===== config.mk =====
export PLATFORM = sky130hd
export DESIGN_NAME = cp0_int_ctrl_flat
export DESIGN_NICKNAME = d
export VERILOG_FILES = /design/src/rtl/cp0_int_ctrl_if.sv /design/src/rtl/cp0_int_ctrl.sv /design/src/flat_wrapper.sv
export SDC_FILE = /design/constraint.sdc
export NUM_CORES = 1
export LEC_CHECK = 0
export BUFFER_PORTS_ARGS = -buffer_cell sky130_fd_sc_hd__buf_2
export CORE_MARGIN = 1
export CORE_UTILIZATION = 43
export CTS_CLUSTER_DIAMETER = 60
export DETAILED_ROUTE_END_ITERATION = 8
export GPL_TIMING_DRIVEN = 1
export PLACE_DENSITY = 0.89
export RECOVER_POWER = 100
export SLEW_MARGIN = 10
export SYNTH_ARGS = -nofsm -noshare
export SYNTH_HDL_FRONTEND = slang
export SYNTH_SLANG_ARGS = --single-unit

===== constraint.sdc =====
create_clock -name clk -period 1.8 [get_ports clk]
set_input_delay 0.18 -clock clk [delete_from_list [all_inputs] [get_ports clk]]
set_output_delay 0.18 -clock clk [all_outputs]
set_load 0.03 [all_outputs]

===== src/rtl/cp0_int_ctrl_if.sv =====
// CP0 write-port bundle: CPU-side MTC0 request and the arbitrated CP0 write port.
interface cp0_int_ctrl_if #(
    parameter int WIDTH = 32
);
    logic             cpu_we;
    logic [4:0]       cpu_waddr;
    logic [2:0]       cpu_sel;
    logic [WIDTH-1:0] cpu_din;
    logic             cp0_we;
    logic [4:0]       cp0_waddr;
    logic [2:0]       cp0_sel;
    logic [WIDTH-1:0] cp0_din;

    modport master (
        output cpu_we, cpu_waddr, cpu_sel, cpu_din,
        input  cp0_we, cp0_waddr, cp0_sel, cp0_din
    );

    modport slave (
        input  cpu_we, cpu_waddr, cpu_sel, cpu_din,
        output cp0_we, cp0_waddr, cp0_sel, cp0_din
    );
endinterface


===== src/rtl/cp0_int_ctrl.sv =====
// CP0 interrupt controller: saves EPC/Cause, vectors to the handler and returns on ERET.
// Optional macro CP0_IRQ_MASK_EN adds an irq mask register at CP0 reg 12, sel 0.
module cp0_int_ctrl #(
    parameter int               WIDTH       = 32,
    parameter logic [WIDTH-1:0] VECTOR_BASE = 32'h0000_3000
) (
    input  logic             clk,
    input  logic             clr,
    input  logic [2:0]       irq,
    input  logic [WIDTH-1:0] pc_in,
    input  logic             eret,
    cp0_int_ctrl_if.slave    bus,
    output logic             stall,
    output logic             pc_redirect,
    output logic [WIDTH-1:0] pc_target,
    output logic             in_service
);

    typedef enum logic [2:0] {
        IDLE    = 3'd0,
        SAVE    = 3'd1,
        CAUSE   = 3'd2,
        JUMP    = 3'd3,
        SERVICE = 3'd4,
        RETURN  = 3'd5
    } state_t;

    state_t           state_r;
    state_t           state_nxt_s;
    logic [1:0]       id_r;
    logic [1:0]       id_nxt_s;
    logic [WIDTH-1:0] epc_r;
    logic [WIDTH-1:0] epc_nxt_s;
    logic [2:0]       irq_en_s;

    function automatic logic [1:0] irq_prio(input logic [2:0] req);
        logic [1:0] idx;
        if (req[2]) begin
            idx = 2'd2;
        end else if (req[1]) begin
            idx = 2'd1;
        end else begin
            idx = 2'd0;
        end
        return idx;
    endfunction

`ifdef CP0_IRQ_MASK_EN
    logic [2:0] mask_r;
    logic       mask_load_s;

    // Only writes actually forwarded to CP0 may load the mask
    assign mask_load_s = bus.cpu_we && !clr
                         && ((state_r == IDLE) || (state_r == SERVICE))
                         && (bus.cpu_waddr == 5'd12) && (bus.cpu_sel == 3'd0);

    // Interrupt mask register
    always_ff @(posedge clk) begin
        if (clr) begin
            mask_r <= 3'b111;
        end else if (mask_load_s) begin
            mask_r <= bus.cpu_din[2:0];
        end else begin
            mask_r <= mask_r;
        end
    end

    assign irq_en_s = irq & mask_r;
`else
    assign irq_en_s = irq;
`endif

    // State, latched id and latched return address
    always_ff @(posedge clk) begin
        if (clr) begin
            state_r <= IDLE;
            id_r    <= 2'd0;
            epc_r   <= '0;
        end else begin
            state_r <= state_nxt_s;
            id_r    <= id_nxt_s;
            epc_r   <= epc_nxt_s;
        end
    end

    // Next-state decode, CP0 port arbitration and PC redirect
    always_comb begin
        state_nxt_s   = state_r;
        id_nxt_s      = id_r;
        epc_nxt_s     = epc_r;
        bus.cp0_we    = bus.cpu_we;
        bus.cp0_waddr = bus.cpu_waddr;
        bus.cp0_sel   = bus.cpu_sel;
        bus.cp0_din   = bus.cpu_din;
        stall         = 1'b0;
        pc_redirect   = 1'b0;
        pc_target     = '0;
        in_service    = 1'b0;
        // Reset behaves as IDLE on the outputs so an aborted sequence writes nothing
        if (clr) begin
            state_nxt_s = IDLE;
        end else begin
            case (state_r)
                IDLE: begin
                    if (|irq_en_s) begin
                        state_nxt_s = SAVE;
                        id_nxt_s    = irq_prio(irq_en_s);
                        epc_nxt_s   = pc_in;
                    end else begin
                        state_nxt_s = IDLE;
                    end
                end
                SAVE: begin
                    bus.cp0_we    = 1'b1;
                    bus.cp0_waddr = 5'd14;
                    bus.cp0_sel   = 3'd0;
                    bus.cp0_din   = epc_r;
                    stall         = 1'b1;
                    state_nxt_s   = CAUSE;
                end
                CAUSE: begin
                    bus.cp0_we    = 1'b1;
                    bus.cp0_waddr = 5'd13;
                    bus.cp0_sel   = 3'd0;
                    bus.cp0_din   = {{(WIDTH-5){1'b0}}, 1'b1, id_r, 2'b00};
                    stall         = 1'b1;
                    state_nxt_s   = JUMP;
                end
                JUMP: begin
                    bus.cp0_we    = 1'b0;
                    bus.cp0_waddr = 5'd0;
                    bus.cp0_sel   = 3'd0;
                    bus.cp0_din   = '0;
                    stall         = 1'b1;
                    pc_redirect   = 1'b1;
                    pc_target     = VECTOR_BASE + {{(WIDTH-6){1'b0}}, id_r, 4'b0000};
                    state_nxt_s   = SERVICE;
                end
                SERVICE: begin
                    in_service = 1'b1;
                    if (eret) begin
                        state_nxt_s = RETURN;
                    end else begin
                        state_nxt_s = SERVICE;
                    end
                end
                RETURN: begin
                    bus.cp0_we    = 1'b1;
                    bus.cp0_waddr = 5'd13;
                    bus.cp0_sel   = 3'd0;
                    bus.cp0_din   = '0;
                    stall         = 1'b1;
                    pc_redirect   = 1'b1;
                    pc_target     = epc_r;
                    state_nxt_s   = IDLE;
                end
                default: begin
                    state_nxt_s = IDLE;
                end
            endcase
        end
    end

endmodule


===== src/flat_wrapper.sv =====
// flat-port wrapper written by rule: the top's interface ports become plain ports
module cp0_int_ctrl_flat 
#(
    parameter int               WIDTH       = 32,
    parameter logic [WIDTH-1:0] VECTOR_BASE = 32'h0000_3000
)
  (clk, clr, irq, pc_in, eret, stall, pc_redirect, pc_target, in_service, bus_cpu_we, bus_cpu_waddr, bus_cpu_sel, bus_cpu_din, bus_cp0_we, bus_cp0_waddr, bus_cp0_sel, bus_cp0_din);
  cp0_int_ctrl_if #(.WIDTH(WIDTH)) bus_i ();
  input  logic clk;
  input  logic clr;
  input  logic [2:0] irq;
  input  logic [WIDTH-1:0] pc_in;
  input  logic eret;
  output logic stall;
  output logic pc_redirect;
  output logic [WIDTH-1:0] pc_target;
  output logic in_service;
  input wire logic [$bits(bus_i.cpu_we)-1:0] bus_cpu_we;
  input wire logic [$bits(bus_i.cpu_waddr)-1:0] bus_cpu_waddr;
  input wire logic [$bits(bus_i.cpu_sel)-1:0] bus_cpu_sel;
  input wire logic [$bits(bus_i.cpu_din)-1:0] bus_cpu_din;
  output wire logic [$bits(bus_i.cp0_we)-1:0] bus_cp0_we;
  output wire logic [$bits(bus_i.cp0_waddr)-1:0] bus_cp0_waddr;
  output wire logic [$bits(bus_i.cp0_sel)-1:0] bus_cp0_sel;
  output wire logic [$bits(bus_i.cp0_din)-1:0] bus_cp0_din;
  assign bus_i.cpu_we = bus_cpu_we;
  assign bus_i.cpu_waddr = bus_cpu_waddr;
  assign bus_i.cpu_sel = bus_cpu_sel;
  assign bus_i.cpu_din = bus_cpu_din;
  assign bus_cp0_we = bus_i.cp0_we;
  assign bus_cp0_waddr = bus_i.cp0_waddr;
  assign bus_cp0_sel = bus_i.cp0_sel;
  assign bus_cp0_din = bus_i.cp0_din;
  cp0_int_ctrl #(.WIDTH(WIDTH), .VECTOR_BASE(VECTOR_BASE)) u_core (.clk(clk), .clr(clr), .irq(irq), .pc_in(pc_in), .eret(eret), .bus(bus_i), .stall(stall), .pc_redirect(pc_redirect), .pc_target(pc_target), .in_service(in_service));
endmodule

==> run summary, run 1 <==
The path type of the worst min-delay path was in2reg. The logs give 5812 µm² for the die outline area and 0 for the DRC violations left. The worst endpoint required time was 1.62 ns. The post-synthesis compound-gate area fraction was 31.15%. Setup repair after global routing could not meet its margin everywhere. Power spread over the standard cell area amounts to 930.7 nW/µm².

The total count of max-transition violations in the final report is 0. The mean instance size in the synthesized netlist is 8.116 µm², and the final worst-path cycle share is 100.7%. The met1 track demand over resource was 27.69%; the fraction of the mapped netlist area in adder cells was 0%. STA classifies the critical path endpoint as an output pin. The worst setup path is of the reg2out kind.

Startpoint kind of the worst setup timing path: a flop. Yosys attributes the largest share of cell area to sky130_fd_sc_hd__dfxtp_1 31%, sky130_fd_sc_hd__nand3b_1 12%, sky130_fd_sc_hd__a22o_1 11%. The number of antenna violations at the first check in global routing was 0; the register area share after synthesis was 31.26%. The final hold violation count was 0; the highest ir drop seen on vdd was 0.0005117 V. The post-route minimum period works out to 1.812 ns. For the worst clock skew, the log shows 0.004784 ns.

The checks that failed: negative setup slack. Number of clock sinks: 37. Setup violations remaining at the end of the flow were counted as 2. The analysis attributes to cell leakage a power of 1.696 nW. Detailed placement ended at an HPWL of 5.260 mm. In the final layout, the multi-input gates occupy 1494 µm². In the final routed layout, each cell accounts on average for 15.36 µm.

The tools report the worst setup path startpoint as u_core.state_r[1]. The end point of the critical path was bus_cp0_din[3]. TritonCTS built the clock tree. Of the total synthesized cell area, the portion taken by XOR and XNOR cells is 0%. The die is 76.24 µm tall. Headroom to the max-slew limit came out at 71.89%.

After Yosys synthesis, and, or, nand and nor cells account for 27.14% of the synthesized area. The number of nets in the layout was 523; the final-layout worst hold slack was 0.1545 ns. The post-synth design cell area was 2370 µm².

The register cell area after layout was 749.5 µm². The core footprint is 5205 µm², and the number of warning messages in the yosys log is 0. The share of the synthesized area in the top cell type was 31.26%. The total number of H-tree levels is 2. Global routing consumed, over all layers together, 24.68% of the routing resources.

For this configuration, the core starts out at a cell density of 45.53%. 155 I/O pins were placed. The run finished, with violations left.

In this run, synthesis produced a sequential element count of 37. The fmax was 0.5518 GHz. Clock tree synthesis selected as its root buffer the cell sky130_fd_sc_hd__clkbuf_8. Summed over all instances, the cell type with the most area after synthesis is sky130_fd_sc_hd__dfxtp_1. The tools report the post-placement cell count as 502. For the worst flop-to-flop path, the logic depth is 6. The largest stage delay on the critical path was 0.39 ns. The run gives 45.68% as the met2 usage in global routing.

The longest clock path from root to sink contains 2 buffers. The tools report the number of detailed-route iterations in the first pass as 5. Across the run, the number of max-cap violations was 0.

The count of vias placed by the detailed router is 2856, and the gate count after technology mapping is 292. The tools report the final-layout fill cell count as 374. For the final routed database, the setup TNS stands at -0.02428 ns. In the synthesized netlist, mux cells make up 2.218% of the area.

During placement, the flow inserted port buffers numbering 154. The kind of cell with the highest combined delay along the critical path is flip-flops. The area added between synthesis and finish was 56.86%.

The finished layout holds 514 standard cells, fillers aside. In the routed layout, each cell is associated on average with a via count of 5.556. The worst register-to-register path ends at u_core.epc_r[30]. Along the worst path, the maximum fanout reaches 7. The run gives 0 as the residual overflow from global routing. For met3 alone, demand over resource in global routing was 5.509%.

After clock tree synthesis, the clock-pin slew on the worst setup and hold paths is 0.07 ns. The worst path setup slack after routing was -0.01216 ns. The slowest stage of the critical path belongs to the cell sky130_fd_sc_hd__dfxtp_4.

At the end of routability-driven placement, the weighted congestion stood at 0.8699. At the worst endpoint, the arrival time is 1.63 ns. The later pin in the worst-skew pair is clocked with a latency of 0.28 ns.

The critical path goes through nand2b_4, a21o_4, buf_8, mux2_2, buf_6. By area, the combinational part of the netlist is dominated by compound AO/OA/AOI/OAI gates. The most heavily used metal layer in global routing was met2. The startpoint identified for the worst register-to-register timing path is u_core.state_r[2]. The layout cell share with drive strength beyond 1 came out at 45.95%. The final layout contains routed wiring with a total length of 7.896 mm. The number of antenna diodes in the final layout is 0. From left edge to right edge, the die measures 76.24 µm. The synthesized netlist contains 32 unique library cells. At the pin with the least slew margin, the transition time is 0.4216 ns.

The pin count of the biggest net entering global routing came out at 40. The number of buffers inserted during clock tree synthesis was 5; the starting DRC count in detailed routing was 159. Combined buffer and inverter count along the critical path: 2. The number of nets in the synthesized netlist is 371. In this run the core area contains 26 standard-cell rows. Across all register-to-register paths, the minimum setup slack is 0.23 ns.

The logs give 2524 for the number of global-route vias before repair and 11.74 mm for the wire length of the first global-routing pass. The remaining antenna violation count is 0, and the critical path depth in cells is 5.
-- cell usage after synthesis --
cell,count
sky130_fd_sc_hd__a211oi_1,1
sky130_fd_sc_hd__a21o_1,2
sky130_fd_sc_hd__a21oi_1,43
sky130_fd_sc_hd__a22o_1,29
sky130_fd_sc_hd__a22oi_1,2
sky130_fd_sc_hd__a2bb2oi_1,3
sky130_fd_sc_hd__and2_1,32
sky130_fd_sc_hd__buf_2,16
sky130_fd_sc_hd__buf_4,2
sky130_fd_sc_hd__buf_6,4
sky130_fd_sc_hd__clkbuf_1,10
sky130_fd_sc_hd__clkbuf_2,2
sky130_fd_sc_hd__dfxtp_1,37
sky130_fd_sc_hd__inv_1,2
sky130_fd_sc_hd__mux2_2,2
sky130_fd_sc_hd__mux2i_1,3
sky130_fd_sc_hd__nand2_1,2
sky130_fd_sc_hd__nand2b_1,4
sky130_fd_sc_hd__nand3b_1,39
sky130_fd_sc_hd__nor2_1,9
sky130_fd_sc_hd__nor2_4,1
sky130_fd_sc_hd__nor2b_1,4
sky130_fd_sc_hd__nor3_1,1
sky130_fd_sc_hd__nor3_2,2
sky130_fd_sc_hd__nor3_4,1
sky130_fd_sc_hd__o21a_1,1
sky130_fd_sc_hd__o21ai_0,23
sky130_fd_sc_hd__o21ai_1,11
sky130_fd_sc_hd__o21ba_2,1
sky130_fd_sc_hd__o22a_1,1
sky130_fd_sc_hd__o32ai_1,1
sky130_fd_sc_hd__or3_1,1
-- layout make-up --
class                           instances  area share [%]
Inverter                                2          0.2020
Sequential cell                        37           20.16
Tap cell                               70           2.356
Multi-Input combinational cell        219           40.19
Clock buffer                            7           2.322
Timing Repair Buffer                  179           34.77
-- state kept, by name (all words and copies together), names as in the netlist --
register,cells
u_core.epc_r,32
u_core.state_r,3
u_core.id_r,2
-- report_power, final --
| group | internal, mW | total, mW | switching (mW) |
|---|---|---|---|
| clock network | 0.304 | 0.574 | 0.271 |
| logic | 0.802 | 1.82 | 1.01 |
| registers | 0.958 | 1.07 | 0.111 |
-- cell usage in the layout (no fill, tap or decap), drive strengths merged, types with 9 or more instances in the layout --
master  netlist  final
buf          22    177
a21oi        43     43
nand3b       39     39
dfxtp        37     37
o21ai        34     34
and2         32     32
a22o         29     29
nor2         10     10
clkbuf       12      9
-- through the flow --
stage	cell area [µm²]	setup slack [ns]	util [%]	total power [mW]
floorplan	2370	0.001303	-	2.155
global placement	3216	0.1934	61.78	2.529
detailed placement	3216	0.1354	61.78	2.578
CTS	3487	-0.01254	67.00	3.262
global route	3717	-0.06449	71.42	3.633
finish	3717	-0.01216	71.42	3.460
-- worst min-delay path, delay by kind of cell --
| family | cells | cell delay, ns |
|---|---|---|
| AO/OA/AOI/OAI | 1 | 0.05 |
| AND/OR/NAND/NOR | 1 | 0.07 |
| buffers and inverters | 1 | 0.09 |
-- logic make-up after synthesis --
family / Yosys count
and+or+nand+nor: 96
DFF: 37
AOI/OAI and AO/OA: 118
buffers and inverters: 36
muxes: 5
-- worst min-delay path by stage --
stage	startpoint	end	cells after the start
detailed placement	pc_in[24]	u_core.epc_r[24]	3
global placement	pc_in[24]	u_core.epc_r[24]	3
finish	pc_in[27]	u_core.epc_r[27]	3
floorplan	irq[2]	u_core.id_r[1]	2
global route	pc_in[23]	u_core.epc_r[23]	3
CTS	pc_in[27]	u_core.epc_r[27]	3
-- layer usage --
layer	share of wire, %	routed length (µm)
met3	7.0	555
met2	52	4106
met4	1.7	134
met1	39	3099
met5	0	0
-- timing repair --
action,CTS,global route
buffers inserted,1,2
gates cloned,1,1
hold buffers,0,0
resized for setup,54,75
pin swaps,2,6
endpoints found under the setup margin,67,59
hold endpoints to repair,0,0
(Power assumes the default switching activity.)
==> run 2: changes to the inputs <==
Settings changed: CTS_BUF_LIST set to sky130_fd_sc_hd__clkbuf_16, PLACE_DENSITY 0.89 to 0.93.
==> run 2 against run 1 <==
  * Combinational power down 9%
  * The run still ends with negative setup slack left
  * Worst setup slack worse by 0.026 ns
  * Maximum frequency shrank 1.4%
  * Utilization is 4.0 points lower
  * Wire length is 4.2% lower
  * Highest routed layer unchanged
  * Register-to-register slack worse by 0.13 ns
  * Power increased by 2.0%
==> run summary, run 2 (synthesized netlist as in run 1, its figures left out) <==
The number of global-route vias before repair is 2624, and the setup violation total in the final timing report is 4. For this design, the sink count on the clock tree is 37. For the worst path setup slack after routing, the log shows -0.03824 ns.

The run gives 5205 µm² as the core footprint. The combined buffer and inverter count along the critical path is 2. Setup repair after global routing could not meet its margin everywhere. Number of detailed-route iterations in the first pass: 4. The largest stage delay on the critical path is 0.37 ns. The worst-case IR drop observed on VDD is 0.0005984 V. Along the worst hold path, the cell count comes to 3. The global placer's final weighted congestion was 0.8705.

The area added between synthesis and finish works out to 47.99%. The logs give 5 for the number of buffers inserted during clock tree synthesis and 26 for the floorplan row count. For the residual overflow from global routing, the log shows 0. The total power per unit cell area is 1007 nW/µm². The tools report the endpoint class of the critical path as an output pin.

After the last flow step, the layout net total stands at 521. The number of antenna diodes in the final layout is 0. For the final-layout worst hold slack, the log shows 0.1754 ns. STA classifies the critical path startpoint as a flop.

In the final layout, the registers with the most flip-flops are u_core.epc_r (32), u_core.state_r (3), u_core.id_r (2). The register with the most flip-flops in the layout has 32 of them. CTS placed an instance of sky130_fd_sc_hd__clkbuf_16 at the clock tree root. Family of cells with the greatest summed delay on the critical path: compound AO/OA/AOI/OAI gates. For the count of vias placed by the detailed router, the log shows 2801. At the pin with the least slew margin, the transition time is 0.4320 ns.

The peak fanout along the critical path was 16. The tightest min-delay check is of the in2reg type. The tool flagged a number of max-cap violations equal to 0. The path with the worst hold slack has its endpoint at u_core.epc_r[1]. The tools report the sum of routed wire length over all layers as 7.567 mm. The critical path goes through nand2b_4, a21o_4, buf_6, a22o_1, clkbuf_4. For the number of antenna violations at the first check in global routing, the log shows 0. The flow ran to the end, but the final reports show violations. The effective utilization at floorplan came out at 45.53%.

The run gives 39 as the pin count of the biggest net entering global routing. The die covers 5812 µm². The first global-routing pass estimated 11.50 mm of wire.

Once placement finished, the instance area stood at 3213 µm². TritonCTS built the clock tree. The number of buffers on the longest clock path was 2; the final-layout fill cell count was 444.

The worst register-to-register path has a depth of 5. In this run the critical register-to-register path is launched from u_core.state_r[2]. The tools report the post-placement cell count as 500. Timing would allow up to 0.5440 GHz.

Final hold violation count: 0. The HPWL after detailed placement is 5.255 mm. The capturing point of the worst reg2reg path was u_core.epc_r[16]. On the final layout, the worst clock skew is 0.003307 ns.

Of the cells placed in the final design, the portion with a size suffix greater than 1 is 45.60%. The total power after layout was 3.530 mW; the die span in x was 76.24 µm. The final worst-path cycle share is 102.1%. The post-detailed-route via-to-cell ratio was 5.460.

The final reports fail on negative setup slack. CTS built an H-tree with a depth of 2. Data arrives at the worst endpoint at 1.66 ns. Global routing used 23.73% of the available tracks.

155 I/O pins were placed. STA puts the critical path data required time at 1.62 ns. The detail route stage leaves a number of antenna-violating nets equal to 0. After detailed routing, the number of remaining DRC violations is 0. For the total count of max-transition violations in the final report, the log shows 0. The routed length per placed instance is 14.75 µm, and the post-layout utilization of the core is 67.38%.

The run gives 0.09992 ns as the placement-stage worst setup slack. Most frequent standard cell in the layout excluding fill and tap cells: sky130_fd_sc_hd__buf_2. At the later pin of the worst-skew pair, clock insertion delay measures 0.27 ns. For the final total negative setup slack, the log shows -0.04516 ns.

The worst setup path is of the reg2out kind. The clock transition at the register clock pins on the worst setup and hold paths after CTS came out at 0.05 ns. The floorplan step set the die height to 76.24 µm.

For this design the static power due to leakage is 1.660 nW. The worst pin sits at a relative slew slack of 71.11%. With fillers left out, the area of the finished cells amounts to 3507 µm². Number of non-filler instances in the completed layout: 513. In this run the tool buffered the top-level ports with 154 buffer cells. More flip-flops sit in one register than any other, and that register is u_core.epc_r. The library cells used most frequently in the layout, excluding fill and tap cells, are 149 x sky130_fd_sc_hd__buf_2, 43 x sky130_fd_sc_hd__a21oi_1, 39 x sky130_fd_sc_hd__nand3b_1. The slowest library cell on the worst path was sky130_fd_sc_hd__dfxtp_4. The smallest clock period supported by the final layout is computed as 1.838 ns. Setup slack on the worst reg-to-reg path comes out at 0.10 ns. In this run the most critical hold path is launched from pc_in[1]. The run gives 143 as the starting DRC count in detailed routing.
## run 2: per-layer routing
metal  up-vias  wire (µm)  track usage (%)
li1       1354          -                -
met1      1314       3118            25.96
met2       125       3889            44.86
met3         8        490            5.749
met4         0         68            6.731
met5         -          0                0
## run 2: cell type report
| cell class | instances | area (µm²) | share of cell area (%) |
|---|---|---|---|
| Timing Repair Buffer | 177 | 1032 | 29.43 |
| Multi-Input combinational cell | 219 | 1491 | 42.53 |
| Clock inverter | 3 | 13.76 | 0.3924 |
| Sequential cell | 37 | 749.5 | 21.37 |
| Inverter | 2 | 7.507 | 0.2141 |
| Tap cell | 70 | 87.58 | 2.497 |
| Clock buffer | 5 | 125.1 | 3.568 |
## run 2: how the worst max path moves through the flow
stage | start | endpoint | slack [ns] | cells past startpoint
finish | u_core.state_r[1] | bus_cp0_din[9] | -0.04 | 5
global route | u_core.state_r[1] | bus_cp0_din[9] | -0.08 | 5
CTS | u_core.state_r[1] | bus_cp0_din[3] | -0.06 | 5
detailed placement | u_core.state_r[1] | bus_cp0_din[3] | 0.1 | 5
global placement | u_core.state_r[1] | bus_cp0_din[3] | 0.18 | 5
floorplan | u_core.state_r[0] | bus_cp0_din[4] | 0.001 | 4
## run 2: worst register-to-register path, cell delays in order, from the launching register on
cell and delay, ns:
sky130_fd_sc_hd__dfxtp_2 0.33, sky130_fd_sc_hd__buf_4 0.19, sky130_fd_sc_hd__or3_1 0.42, sky130_fd_sc_hd__clkbuf_2 0.29
sky130_fd_sc_hd__o21ai_0 0.25, sky130_fd_sc_hd__a21oi_1 0.09
## run 2: power breakdown
group	switching, mW	internal [mW]
clock network	0.296	0.501
logic	0.987	0.669
registers	0.116	0.962
total	1.40	2.13
## run 2: repair_timing
action	in CTS	in global routing
cloned	0	2
buffers inserted	1	2
endpoints found under the setup margin	62	37
hold buffers	0	0
pin swaps	1	1
resized for setup	7	21
==> run 3: changes to the inputs <==
==> constraint.sdc (replaced) <==
create_clock -name clk -period 1.8 [get_ports clk]
set_input_delay 0.09 -clock clk [delete_from_list [all_inputs] [get_ports clk]]
set_output_delay 0.09 -clock clk [all_outputs]
set_load 0.03 [all_outputs]
==> run 3 against run 2 <==
  * The run now ends clean
  * Sequential share of layout area up 0.39 points
  * Die area is the same
  * Power fell by 2.5%
  * Register-to-register slack better by 0.15 ns
  * Wire length is 0.77% lower
  * Maximum frequency grew 4.8%
  * Worst setup slack improved by 0.085 ns
  * Hold slack got worse by 0.096 ns
  * Cell area down 2.3%
  * Non-clock buffer count shrank 4
==> run summary, run 3 (synthesized netlist as in run 1, its figures left out) <==
The launch point of the worst reg-to-reg path is u_core.state_r[2]. The analysis attributes to cell leakage a power of 1.622 nW. Leaving out fill and tap cells, the most frequent cell in the layout is sky130_fd_sc_hd__buf_2.

In this run the remaining antenna-violating nets after routing total 0. Broken down by cell family, the worst path's largest delay share belongs to buffers and inverters. The run finished with clean final reports. The die is 76.24 µm tall. Placed cell area: 3206 µm². The run gives 2573 as the number of global-route vias before repair. For the worst flop-to-flop path, the logic depth is 5.

The total power per unit cell area works out to 1005 nW/µm². Across the run, the number of max-cap violations was 0. The sum of routed wire length over all layers is 7.509 mm. The final hold violation count was 0. The repair_antennas step left the layout with diodes totalling 0.

Headroom to the max-slew limit came out at 82.46%. After detailed routing, the average wire length per cell comes to 14.75 µm. The area added between synthesis and finish was 44.61%; the number of buffers on the longest clock path was 2.

The top cell types in the final layout, fill and taps aside, are 153 x sky130_fd_sc_hd__buf_2, 43 x sky130_fd_sc_hd__a21oi_1, 39 x sky130_fd_sc_hd__nand3b_1. For the number of non-filler instances in the completed layout, the log shows 509. Walking the worst path, the cells encountered are nand2b_4, a21o_4, buf_6, buf_4, a21o_1, buf_2.

After layout, the worst path uses 97.43% of the clock period. The worst hold path was traced through 3 stages. The register with the most flip-flops was u_core.epc_r. The core footprint is 5205 µm², and the clock transition at the register clock pins on the worst setup and hold paths after CTS is 0.06 ns. Dividing the detail-routed via count by the number of cells gives 5.354.

The logs give 37 for the number of clock sinks and 0.27 ns for the clock insertion delay at the later pin of the skew report. OpenSTA, run right after detailed placement, puts the worst setup slack at 0.2147 ns. For the slack of the worst reg-to-reg path, the log shows 0.25 ns. The register with the most flip-flops in the layout has 32 of them. The tools report the capturing point of the worst reg2reg path as u_core.epc_r[22]. In this run the most critical hold path is launched from pc_in[27]. After legalization and detailed placement, the total HPWL measured 5.212 mm. The final total negative setup slack is 0 ns. The number of port buffers came out at 154. Total number of H-tree levels: 2. The run gives 5812 µm² as the die outline area. The slowest stage of the critical path is the sky130_fd_sc_hd__dfxtp_4 cell.

Once layout is done, the placed cells without fillers occupy 3427 µm². For this block, the initial DRC count from the detailed router was 131. Setup slack on the critical path of the routed design comes to 0.04631 ns.

The transition time at the pin with the least slew margin was 0.2631 ns. The tools report the register cell area after layout as 745.7 µm². In this run the horizontal extent of the chip is 76.24 µm.

For this configuration, the core starts out at a cell density of 45.53%. The post-placement cell count is 499. TritonCTS built the clock tree.

During I/O placement, the number of pins put on the boundary was 155. The layout cell share with drive strength beyond 1 works out to 44.65%. Routability-driven placement finished with a final weighted congestion of 0.8477.

For this run the aggregate overflow at the end of global routing stands at 0. The run gives 0.005763 ns as the worst clock skew. The critical path contains buffers and inverters numbering 3 combined. The tools report the aggregate global-route resource usage as 24.15%. The post-route minimum period was 1.754 ns; the peak fanout along the critical path was 9. The total of hold buffers inserted after clock tree synthesis is 0. The run gives 4 as the number of detailed-route iterations in the first pass.

The combined area of the multi-input logic cells is 1494 µm², and the number of buffers inserted during clock tree synthesis is 5. For the pin count of the biggest net entering global routing, the log shows 68. The logs give 11.56 mm for the wire length of the first global-routing pass and 0 for the total count of max-transition violations in the final report. The DRC violations left was 0; the number of antenna violations at the first check in global routing was 0. The worst setup path is of the reg2out kind. The worst setup path is captured at an output pin. The tightest min-delay check is of the in2reg type. The final-layout fill cell count is 466, and the fmax is 0.5702 GHz. The floorplan has 26 rows. Data arrives at the worst endpoint at 1.66 ns. In this design, the stage delay of the slowest critical-path cell is 0.38 ns. The largest registers in the layout are u_core.epc_r (32), u_core.state_r (3), u_core.id_r (2).

The run gives 0.07948 ns as the final-layout worst hold slack. The setup violation total in the final timing report came out at 0. Terminating pin of the worst hold path: u_core.epc_r[27]. Counting buffers and inverters, the worst setup path is 6 cells deep. The tools report the worst endpoint required time as 1.71 ns. For this block, the via count after detailed routing is 2725. Highest ir drop seen on vdd: 0.0006647 V.

The worst setup path is launched from a flop. For this run, the post-layout net count is 517. The cell sitting at the root of the clock tree is a sky130_fd_sc_hd__clkbuf_16.

Setup repair after global routing could not meet its margin everywhere.
==> run 3: changes by cell type in the layout (fill, tap and decap cells not counted), sizes merged <==
cell | previous run | this run
clkbuf | 12 | 6
buf | 170 | 172
clkinv | 2 | 0
inv | 3 | 5
==> run 3: metal layers <==
| metal | vias up | GRT usage [%] | part of all wire (%) |
|---|---|---|---|
| met2 | 119 | 44.77 | 53 |
| met3 | 8 | 5.030 | 6.1 |
| met4 | 0 | 8.462 | 1.0 |
| met1 | 1243 | 27.04 | 40 |
| li1 | 1355 | - | - |
| met5 | - | 0 | 0 |
==> run 3: area by class of cell <==
class / instances / share of cell area [%]
clock buffers: 5 / 3.651
clock inverters: 3 / 0.3286
inverters: 2 / 0.2191
multi-input cells: 219 / 43.59
flip-flops and latches: 37 / 21.76
well taps: 70 / 2.556
repair buffers: 173 / 27.89
==> run 3: timing repair <==
action | CTS | global route
buffers inserted | 0 | 1
resized for setup | 4 | 15
endpoints found under the setup margin | 61 | 55
cloned | 0 | 1
endpoints found under the hold margin | 0 | 0
==> run 3: how the worst max path moves through the flow <==
stage                            from  slack (ns)                to
finish              u_core.state_r[1]        0.05  bus_cp0_waddr[1]
global route        u_core.state_r[0]       -0.05    bus_cp0_din[4]
CTS                 u_core.state_r[2]       0.003      pc_target[3]
detailed placement  u_core.state_r[1]        0.21    bus_cp0_din[3]
global placement    u_core.state_r[1]        0.25    bus_cp0_din[3]
floorplan           u_core.state_r[0]        0.09    bus_cp0_din[4]
==> run 3: through the flow <==
| stage | utilization (%) | total power [mW] |
|---|---|---|
| 2_1_floorplan | - | 2.155 |
| 3_3_place_gp | 61.59 | 2.526 |
| 3_5_place_dp | 61.59 | 2.579 |
| 4_1_cts | 64.38 | 3.391 |
| 5_1_grt | 65.84 | 3.641 |
| 6_report | 65.84 | 3.443 |
==> run 3: worst reg2reg max path, delay by kind of cell (launching register included) <==
kind | cells | cell delay (ns)
DFF | 1 | 0.32
AOI/OAI and AO/OA | 2 | 0.29
buffers and inverters | 2 | 0.41
and+or+nand+nor | 1 | 0.41
==> run 3: power by group <==
part	switching, mW	internal, mW	total, mW
combinational	0.960	0.606	1.57
clock	0.301	0.497	0.798
sequential	0.119	0.960	1.08
total	1.38	2.06	3.44
